File: src/rtl/vga_sync_gen.sv
// VGA timing master: pixel-tick divider, horizontal/vertical counters, and
// registered sync/colour outputs kept pixel-aligned at the connector.
module vga_sync_gen #(
  parameter int unsigned DIV = 2,
  parameter int unsigned HD  = 640,
  parameter int unsigned HF  = 16,
  parameter int unsigned HS  = 96,
  parameter int unsigned HB  = 48,
  parameter int unsigned VD  = 480,
  parameter int unsigned VF  = 10,
  parameter int unsigned VS  = 2,
  parameter int unsigned VB  = 33
) (
  input  logic       clk,
  input  logic       rstn,
  input  logic [2:0] rgbtext,
  output logic [9:0] pixelx,
  output logic [9:0] pixely,
  output logic       videoon,
  output logic       ptick,
  output logic       hsync,
  output logic       vsync,
  output logic [2:0] rgb,
  output logic       framestart
);

  localparam int unsigned HT = HD + HF + HS + HB;
  localparam int unsigned VT = VD + VF + VS + VB;
  localparam int unsigned TW = (DIV > 1) ? $clog2(DIV) : 1;

  localparam logic [TW-1:0] TICK_LAST = TW'(DIV - 1);
  localparam logic [9:0]    H_LAST    = 10'(HT - 1);
  localparam logic [9:0]    V_LAST    = 10'(VT - 1);
  localparam logic [9:0]    H_DISP    = 10'(HD);
  localparam logic [9:0]    V_DISP    = 10'(VD);
  localparam logic [9:0]    HS_FIRST  = 10'(HD + HF);
  localparam logic [9:0]    HS_LAST   = 10'(HD + HF + HS - 1);
  localparam logic [9:0]    VS_FIRST  = 10'(VD + VF);
  localparam logic [9:0]    VS_LAST   = 10'(VD + VF + VS - 1);

  logic [TW-1:0] tickcnt;
  logic          line_end;
  logic          frame_end;
  logic [9:0]    x_next;
  logic [9:0]    y_next;
  logic          hsync_next;
  logic          vsync_next;
  logic [2:0]    rgb_next;

  // Clock divider; with DIV=1 the counter sits at zero and every clk is a tick.
  always_ff @(posedge clk or negedge rstn) begin
    if (!rstn) begin
      tickcnt <= '0;
    end else if (tickcnt == TICK_LAST) begin
      tickcnt <= '0;
    end else begin
      tickcnt <= tickcnt + TW'(1);
    end
  end

  // Gated by rstn so the tick is quiet during reset even when DIV=1.
  assign ptick   = rstn & (tickcnt == TICK_LAST);
  assign videoon = (pixelx < H_DISP) && (pixely < V_DISP);

  // Next pixel state, all derived from the current (pre-update) coordinate.
  always_comb begin
    line_end   = 1'b0;
    frame_end  = 1'b0;
    x_next     = pixelx;
    y_next     = pixely;
    hsync_next = 1'b1;
    vsync_next = 1'b1;
    rgb_next   = 3'b000;

    line_end  = (pixelx == H_LAST);
    frame_end = line_end && (pixely == V_LAST);

    x_next = line_end ? 10'd0 : pixelx + 10'd1;
    if (line_end) begin
      y_next = (pixely == V_LAST) ? 10'd0 : pixely + 10'd1;
    end

    hsync_next = ~((pixelx >= HS_FIRST) && (pixelx <= HS_LAST));
    vsync_next = ~((pixely >= VS_FIRST) && (pixely <= VS_LAST));
    rgb_next   = videoon ? rgbtext : 3'b000;
  end

  // Pixel-rate registers advance only on ticks; framestart is a one-clk pulse.
  always_ff @(posedge clk or negedge rstn) begin
    if (!rstn) begin
      pixelx     <= '0;
      pixely     <= '0;
      hsync      <= 1'b1;
      vsync      <= 1'b1;
      rgb        <= 3'b000;
      framestart <= 1'b0;
    end else begin
      framestart <= ptick && frame_end;
      if (ptick) begin
        pixelx <= x_next;
        pixely <= y_next;
        hsync  <= hsync_next;
        vsync  <= vsync_next;
        rgb    <= rgb_next;
      end
    end
  end

endmodule

File: config.mk
export PLATFORM = sky130hd
export DESIGN_NAME = vga_sync_gen
export DESIGN_NICKNAME = d
export VERILOG_FILES = /design/src/rtl/vga_sync_gen.sv
export SDC_FILE = /design/constraint.sdc
export NUM_CORES = 1
export LEC_CHECK = 0
export ABC_AREA = 1
export CAP_MARGIN = 20
export CORE_ASPECT_RATIO = 2
export CORE_UTILIZATION = 50
export DETAILED_ROUTE_END_ITERATION = 10
export PLACE_DENSITY = 0.79
export SYNTH_ARGS = -nofsm -noshare
export SYNTH_HDL_FRONTEND = slang
export SYNTH_SLANG_ARGS = --single-unit
File: constraint.sdc
create_clock -name clk -period 1.4 [get_ports clk]
set_input_delay 0.21 -clock clk [delete_from_list [all_inputs] [get_ports clk]]
set_output_delay 0.21 -clock clk [all_outputs]
set_load 0.01 [all_outputs]
==> results.json <==
{
  "status": "finished, violations left",
  "violations": "setup timing",
  "synth_area_leaders": "dfrtp_1 (40%), nand2_1 (12%), nand3_1 (5.8%)",
  "num_vias": 1614,
  "crit_path_start_kind": "flip-flop",
  "place_ws_ns": -0.1788,
  "critPathCaptureType": "output port",
  "drtAntennaViolNets": 0,
  "cts_made_buffers": 3,
  "finalHoldViolations": 0,
  "drive_gt1_share_pct": 32.47,
  "grt_max_degree": 28,
  "worst_slew_pin_slew_ns": 0.3463,
  "p_sw_share_pct": 34.74,
  "hpwl_um": 2934,
  "mappedNetlistNets": 204,
  "ys_seq_area_share_pct": 43.57,
  "postCtsHoldBufs": 0,
  "grt_pass1_vias": 1605,
  "rows": 28,
  "critPathArrivalTime_ns": 1.25,
  "vias_per_cell": 5.362,
  "p_per_area_nw_per_um2": 970.9,
  "cts.sinks": 27,
  "grt_antenna_before_repair": 0,
  "yosysWarnings": 0,
  "pwr-share-seq_pct": 40.6,
  "syn_to_final_growth_pct": 52.89,
  "cp_max_fo": 4,
  "routedWlPerCell_um": 14.26,
  "die_h_um": 80.91,
  "die_area_um2": 3354,
  "slew_viol_final": 0,
  "gp_congestion": 0.8946,
  "synth_edf_count": 0,
  "hold_class": "in2async",
  "ys_ff_latch": 27,
  "cp.required_ns": 1.19,
  "vdd_drop_max_v": 0.0007948,
  "grt_usage_pct": 26.57,
  "max_freq_ghz": 0.6855,
  "drt_iter0_drc": 37,
  "cellInternalPower_mw": 1.508,
  "final.min_clock_period_ns": 1.459,
  "clk_pin_slew_ns": 0.09,
  "switchingPower_mw": 0.8027,
  "grt_pass1_wl_um": 6872,
  "portBuffers": 32,
  "clockBufferDepth": 2,
  "crit_type": "reg2out",
  "syn_area_um2": 1556,
  "finalNonFillerCells": 301,
  "drc": 0,
  "drv_cap": 0,
  "synth_cell_types": 28,
  "cts_tree": "done",
  "synth_top_area_share_pct": 40.19,
  "ys_top_cells_by_count": "nand2_1 (51), dfrtp_1 (25), nor2_1 (22)",
  "h-tree-depth": 1,
  "io_pins": 33,
  "start_util_pct": 52.89,
  "synth_cells": 195,
  "yosysMostFrequentCell": "nand2_1",
  "postLayoutSetupSlackWorst_ns": -0.05870,
  "fin_skew_ns": 0.003537,
  "grt_overflow": 0,
  "finalSetupViolCount": 1,
  "cts_root_buf": "clkbuf_8",
  "rsz0062_at_grt": "yes",
  "relSlewSlack_pct": 76.91,
  "routed_wl_um": 4293,
  "dp.cells": 285,
  "clkLatencyLatePin_ns": 0.27,
  "synthFlopType": "dfrtp_1",
  "leakage_nw": 1.323,
  "drtPass1Iterations": 4,
  "period_share_pct": 104.2,
  "synthArstFlopShare_pct": 100.0,
  "antenna_cells": 0,
  "design_power_total_mw": 2.310,
  "p_clk_share_pct": 19.0,
  "syn_area_per_cell_um2": 7.982,
  "yosys.area.top_type": "dfrtp_1",
  "core_area_um2": 2943,
  "die_x_um": 41.45,
  "layout.nets": 281,
  "p_comb_share_pct": 40.4
}
## worst paths after layout
check,start,to,depth (start not counted),slack (ns)
worst max register to register,pixelx[1]$_DFFE_PN0P_,pixely[9]$_DFFE_PN0P_,7,0.02
max in group asynchronous,rstn,hsync$_DFFE_PN1P_,2,0.96
min in group clk,tickcnt$_DFF_PN0_,tickcnt$_DFF_PN0_,1,0.48
worst min register to register,tickcnt$_DFF_PN0_,tickcnt$_DFF_PN0_,1,0.48
worst min-delay path,rstn,tickcnt$_DFF_PN0_,2,0.14
worst max-delay path,pixelx[9]$_DFFE_PN0P_,videoon,4,-0.06
## stage by stage
stage	hold slack [ns]	cell area [um^2]	utilization, %	setup TNS (ns)
after global routing	0.1735	2380	80.87	-0.3294
after detailed placement	0.4690	2141	72.75	-2.370
final	0.1355	2380	80.87	-0.05870
after CTS	0.1456	2283	77.59	-0.08973
after floorplan	-0.08559	1556	-	0
after global placement	0.4611	2141	72.75	-2.135
## layout make-up
| type | instances | area (um^2) |
|---|---|---|
| clock buffer | 4 | 45.04 |
| fill | 204 | 563.0 |
| inverter | 22 | 82.58 |
| multi-input combinational | 143 | 882.1 |
| sequential | 27 | 680.7 |
| tap | 30 | 37.54 |
| timing repair buffer | 75 | 651.9 |
## routing by layer
| layer | share of wire [%] | up-vias | track usage, % |
|---|---|---|---|
| met5 | 0 | - | 0 |
| met3 | 2.4 | 14 | 2.667 |
| li1 | - | 776 | - |
| met4 | 3.8 | 0 | 16.45 |
| met1 | 36 | 779 | 25.25 |
| met2 | 58 | 45 | 52.19 |
## cells by family (layout without fill, tap and decap cells)
family / after synthesis / in the layout / share of synthesized area (%)
compound gates: 16 / 16 / 5.547
xor+xnor: 8 / 8 / 4.502
fa+ha+maj: 4 / 4 / 3.216
buf+inv: 26 / 101 / 6.993
flops: 27 / 27 / 43.57
simple gates: 114 / 115 / 36.17
## registers in the layout, summed over array words and instances (netlist names)
name and flops:
pixely 10, rgb 3, framestart 1, vsync 1, hsync 1, tickcnt 1
pixelx 10
## cell usage in the layout (no fill, tap or decap), types with 2 or more instances in the layout
master and count:
clkdlybuf4s50_1 5, nand3b_1 2, nand3_1 13, nor2_2 3, xor2_1 5, ha_1 2
inv_2 7, buf_4 42, xnor2_1 3, clkbuf_8 3, nand2_4 3, o21ai_1 5
nand2_1 47, dfrtp_1 23, ha_4 2, nor2_4 4, inv_1 15, nand2_2 2
nor2_1 20, dlymetal6s2s_1 10, o21ai_0 6, dlygate4sd2_1 15, nor3_2 5, nand4_1 6
dfrtp_2 2, a21oi_1 2, nand3_2 5, dfstp_2 2
## power groups by stage
stage | Combinational (mW) | Sequential, mW | Clock (mW)
2_1_floorplan | 0.304 | 1.05 | 0
3_3_place_gp | 0.751 | 1.00 | 0
3_5_place_dp | 0.768 | 1.01 | 0
4_1_cts | 0.937 | 0.937 | 0.445
5_1_grt | 1.03 | 0.951 | 0.471
6_report | 0.933 | 0.938 | 0.439
## critical path, cell delays in order (launching register included)
cell	delay [ns]
dfrtp_1	0.44
inv_2	0.08
o21ai_2	0.05
nor3_2	0.22
buf_2	0.18
## timing repair
item	CTS	global route
endpoints found under the setup margin	30	23
setup buffers	8	3
gates resized for setup	36	28
cloned	1	0
pin swaps	8	5
No activity file was read; power rests on OpenSTA's default activity.
==> RTL change 1 (config.mk and constraints unchanged) <==
Change the parameter `HD` from 640 to 512.
--- a/src/rtl/vga_sync_gen.sv
+++ b/src/rtl/vga_sync_gen.sv
@@ -2,7 +2,7 @@
 // registered sync/colour outputs kept pixel-aligned at the connector.
 module vga_sync_gen #(
   parameter int unsigned DIV = 2,
-  parameter int unsigned HD  = 640,
+  parameter int unsigned HD  = 512,
   parameter int unsigned HF  = 16,
   parameter int unsigned HS  = 96,
   parameter int unsigned HB  = 48,
Check against the original RTL: same outputs for any inputs over 10 cycles, from zero or initial values and one cycle with rstn low; that may be too few to reach the edited logic, so the function may still have changed.
==> RTL change 1 against the unedited design <==
- the flow still finishes with violations (negative setup slack)
- cell area is 5.3% higher
- total power is 8.0% higher
- worst setup slack better by 0.029 ns
- routed wire length is 6.8% higher
- combinational power is 17% higher
- sequential cell count stayed put
- synthesized area is 0.56% lower
- via count stayed put
- critical path depth is 3 higher
- sequential power is 2.6% higher
- critical endpoint is now pixely[3]
==> RTL change 1: results (changes against the unedited design) <==
- The detailed router's first-iteration violation count is 63 (+70%).
- Non-filler instance count after layout: 305 (+1.3%)
* Largest voltage drop on the vdd net: 0.000693 V (-13%)
- The cell family contributing the most delay on the critical path is simple AND/OR/NAND/NOR gates.
- The number of different library cells in the post-synthesis netlist is 29 (+3.6%).
* Final-report setup violation count: 4 (+3)
* Mapped Nets: 203 (-0.49%)
* Seq/Total Area, Yosys: 0.438 (+0.00247)
* Fraction of layout instances using a drive strength above 1: 0.400 (+0.0753)
* Met3 GRT Util: 0.0221 (-0.00457)
- Worst r2r dst: pixely[3]
- The wire length on met3 came to 134 µm (+29%).
* Crit Path Max Fanout: 3 (-1)
- DPL Wire Length: 2990 µm (+2.1%)
* Data arrival time of the critical path: 1.64 ns (+0.39 ns)
- Total global routing track utilization: 0.272 (+0.00658)
* Worst setup path startpoint: pixely[1]
* Met2 layer usage reported by global route: 0.508 (-0.0141)
- Mean instance size in the synthesized netlist: 7.98 µm² (about the same)
- Outcome: finished, violations left
- Number of placed instances with taps included: 287 (+0.70%)
- The final worst-path setup slack was -0.0301 ns (+0.0286 ns).
- Main area contributors after synthesis: sky130_fd_sc_hd__dfrtp_1 (40%), sky130_fd_sc_hd__nand2_1 (12%), sky130_fd_sc_hd__inv_1 (6.8%)
* Failing checks: negative setup slack
- Slew Limit Headroom: 0.768 (-0.00116)
- The detail-routed via count per cell was 5.29 (-1.3%).
* Post-route clock skew: 0.00568 ns (+0.00214 ns)
- Wire length of the first global-routing pass: 6320 µm (-8.0%)
* Met1 usage in global routing: 0.276 (+0.0236)
* Worst hold margin: 0.370 ns (+0.235 ns)
* Kind of critical path: reg2reg
==> RTL change 1: cell count changes after synthesis, moves of 2 or more <==
cell | before | now
sky130_fd_sc_hd__a21oi_1 | 2 | 0
sky130_fd_sc_hd__nor3_1 | 3 | 5
sky130_fd_sc_hd__buf_2 | 3 | 1
sky130_fd_sc_hd__inv_1 | 20 | 28
sky130_fd_sc_hd__nor2_1 | 22 | 16
sky130_fd_sc_hd__o21ai_2 | 0 | 2
sky130_fd_sc_hd__nand3b_1 | 2 | 0
sky130_fd_sc_hd__o21ai_1 | 4 | 2
==> RTL change 1: cell families (layout without fill, tap and decap cells) <==
kind of cell | after synthesis | in the layout | share of synthesized area
xor gates and xnor gates | 8 | 8 | 0.0453
adders and majority gates | 4 | 4 | 0.0323
AOI/OAI and AO/OA | 16 | 16 | 0.0631
buffers and inverters | 33 | 114 | 0.0938
DFF | 27 | 27 | 0.438
and+or+nand+nor | 106 | 106 | 0.327
==> RTL change 1: where the power goes <==
| part | switching, W | internal (W) |
|---|---|---|
| Sequential | 0.0000712 | 0.000891 |
| Clock | 0.000238 | 0.000204 |
| Combinational | 0.000578 | 0.000511 |
==> RTL change 1: layout make-up <==
class / instances / area [µm²] / share of cell area
Clock buffer: 4 / 45.0 / 0.0180
Timing Repair Buffer: 80 / 716 / 0.286
Sequential cell: 27 / 682 / 0.272
Tap cell: 30 / 37.5 / 0.0150
Inverter: 30 / 120 / 0.0480
Multi-Input combinational cell: 134 / 905 / 0.361
==> RTL change 1: repair_timing <==
item                                   CTS  global route
setup endpoints to repair               27            25
pin swaps                                3            18
gates cloned                             0             1
setup buffers                           10             5
endpoints found under the hold margin    0             0
hold buffers                             0             0
resized for setup                       29            69
==> RTL change 2 (same flow settings) <==
Without the edit above. Register the output `hsync` once more, with the module's reset; this adds one clock of latency there. The other outputs are not delayed to match.
--- a/src/rtl/vga_sync_gen.sv
+++ b/src/rtl/vga_sync_gen.sv
@@ -37,6 +37,8 @@
   localparam logic [9:0]    HS_LAST   = 10'(HD + HF + HS - 1);
   localparam logic [9:0]    VS_FIRST  = 10'(VD + VF);
   localparam logic [9:0]    VS_LAST   = 10'(VD + VF + VS - 1);
+
+  logic hsync_s0;
 
   logic [TW-1:0] tickcnt;
   logic          line_end;
@@ -90,7 +92,7 @@
     if (!rstn) begin
       pixelx     <= '0;
       pixely     <= '0;
-      hsync      <= 1'b1;
+      hsync_s0   <= 1'b1;
       vsync      <= 1'b1;
       rgb        <= 3'b000;
       framestart <= 1'b0;
@@ -99,12 +101,20 @@
       if (ptick) begin
         pixelx <= x_next;
         pixely <= y_next;
-        hsync  <= hsync_next;
+        hsync_s0 <= hsync_next;
         vsync  <= vsync_next;
         rgb    <= rgb_next;
       end
     end
   end
 
+  always_ff @(posedge clk or negedge rstn) begin
+    if (!rstn) begin
+      hsync <= '0;
+    end else begin
+      hsync <= hsync_s0;
+    end
+  end
+
 endmodule
 
Function: changed (a bounded check fails within 4 cycles, from zero or initial values and one cycle with rstn low).
==> RTL change 2 against the unedited design <==
- the run still ends with negative setup slack left
- routed wire length rose by 30%
- total power rose by 12%
- sequential cell count rose by 1
- synthesized cell count rose by 1.5%
- cell area rose by 5.6%
- worst hold slack improved by 0.034 ns
- via count rose by 9.1%
- fmax fell by 2.8%
- combinational power rose by 22%
- worst setup slack got worse by 0.042 ns
- synthesized area rose by 2.6%
- critical path depth rose by 2
- sequential power rose by 5.4%
- largest power group is now combinational cells
==> RTL change 2: results (changes against the unedited design) <==
* Mean instance size in the synthesized netlist: 8.06 µm² (+1.0%)
- Leading post-synthesis cells by instance count: sky130_fd_sc_hd__nand2_1 (51), sky130_fd_sc_hd__dfrtp_1 (26), sky130_fd_sc_hd__nor2_1 (24)
- The maximum clock skew at final layout came to 0.00458 ns (+0.00104 ns).
* DPL Wire Length: 2990 µm (+2.0%)
- The internal power consumption was 0.00160 W (+6.2%).
- The vias after detailed routing was 1761 (+9.1%).
* Register cell area after layout: 709 µm² (+4.2%)
- The overall routed net length was 5570 µm (+30%).
- The layout multi-input combinational cell count is 146 (+2.1%).
- The headroom to the max-slew limit came to 0.754 (-0.0146).
- P_seq: 0.000989 W (+5.4%)
* Unique cell type count in the Yosys netlist: 31 (+11%)
- Number of inserted filler cells in the final layout: 171 (-16%)
- Clock Network Area Fraction: 0.0164 (-0.00249)
- Largest voltage drop on the vdd net: 0.000705 V (-11%)
- The setup TNS came to -0.408 ns (-0.350 ns).
- Final-report setup violation count: 13 (+12)
- The pin count of the biggest net entering global routing was 29 (+3.6%).
- The number of slew-limit violations in the final report came to 0 (unchanged).
- The clock edge transition at the registers on the reported setup and hold paths was 0.09 ns (about the same).
- Number of clock buffers in the layout: 3 (-1)
- The via count of the first global-routing pass is 1620 (+0.93%).
- First-iteration detailed-routing DRC count: 73 (+97%)
- Global placement routability congestion: 0.864 (-3.4%)
- The setup slack on the worst flop-to-flop path is -0.05 ns (-0.07 ns).
- Wire length of the first global-routing pass: 6870 µm (-0.10%)
- Place WS: -0.233 ns (-0.0542 ns)
* Worst hold margin: 0.169 ns (+0.0335 ns)
- Failing checks: negative setup slack
* Antenna-violating nets left: 0 (unchanged)
- Outcome: finished, violations left
- Worst r2r dst: pixely[0]
- Multi-input combinational cell area: 927 µm² (+5.1%)
* Mapped Nets: 207 (+1.5%)
- The final non-filler cell area was 2510 µm² (+5.6%).
* Arithmetic-cell share of the synthesized area counting full adders, half adders and majority gates: 0.0313 (-0.000806)
- Post-Synth XOR/XNOR Area: 0.0384 (-0.00661)
- The share of power burned in combinational logic was 0.443 (+0.039).
- The relative area of non-clock buffer cells in the final design is 0.282 (+0.00795).
* Fraction of layout instances using a drive strength above 1: 0.367 (+0.0418)
- Seq/Total Area, Yosys: 0.440 (+0.00475)
- The synthesized-area fraction occupied by ao, oa, aoi and oai cells came to 0.0635 (+0.00801).
- Number of vias per cell after detailed routing: 5.66 (+5.6%)
- Leakage power figure: 1.34 nW (+1.5%)
- Worst Slack Setup Final: -0.101 ns (-0.0423 ns)
* Worst reg2reg path startpoint: pixelx[0]
- The maximum cell stage delay along the critical path was 0.41 ns (-0.03 ns).
* Crit Path Max Fanout: 2 (-2)
* Data arrival time of the critical path: 1.29 ns (+0.04 ns)
- Sorting the synthesized cells by area gives the leading types as sky130_fd_sc_hd__dfrtp_1 (41%), sky130_fd_sc_hd__nand2_1 (12%), sky130_fd_sc_hd__nor2_1 (5.6%).
- Total number of sequential cells: 28 (+3.7%)
-- RTL change 2: changes by cell type after synthesis, sizes merged, moves of 2 or more --
cell,change
nand2,+2
nand3,-2
o21ai,+3
nor2,+2
-- RTL change 2: worst register-to-register path, delay by kind of cell (launching register included) --
kind            cells  cell delay [ns]
flops               1             0.42
compound gates      1             0.08
simple gates        5             0.69
fa+ha+maj           1             0.19
-- RTL change 2: what timing repair did --
item | CTS | global route
cloned | 0 | 1
hold buffers | 0 | 0
setup buffers | 11 | 12
pin swaps | 3 | 13
setup endpoints to repair | 33 | 28
resized for setup | 32 | 48
-- RTL change 2: per-layer routing --
| layer | vias to the layer above | GRT usage | part of all wire |
|---|---|---|---|
| li1 | 806 | - | - |
| met1 | 851 | 0.253 | 0.33 |
| met2 | 81 | 0.511 | 0.59 |
| met3 | 23 | 0.0176 | 0.039 |
| met4 | 0 | 0.171 | 0.044 |
| met5 | - | 0 | 0 |
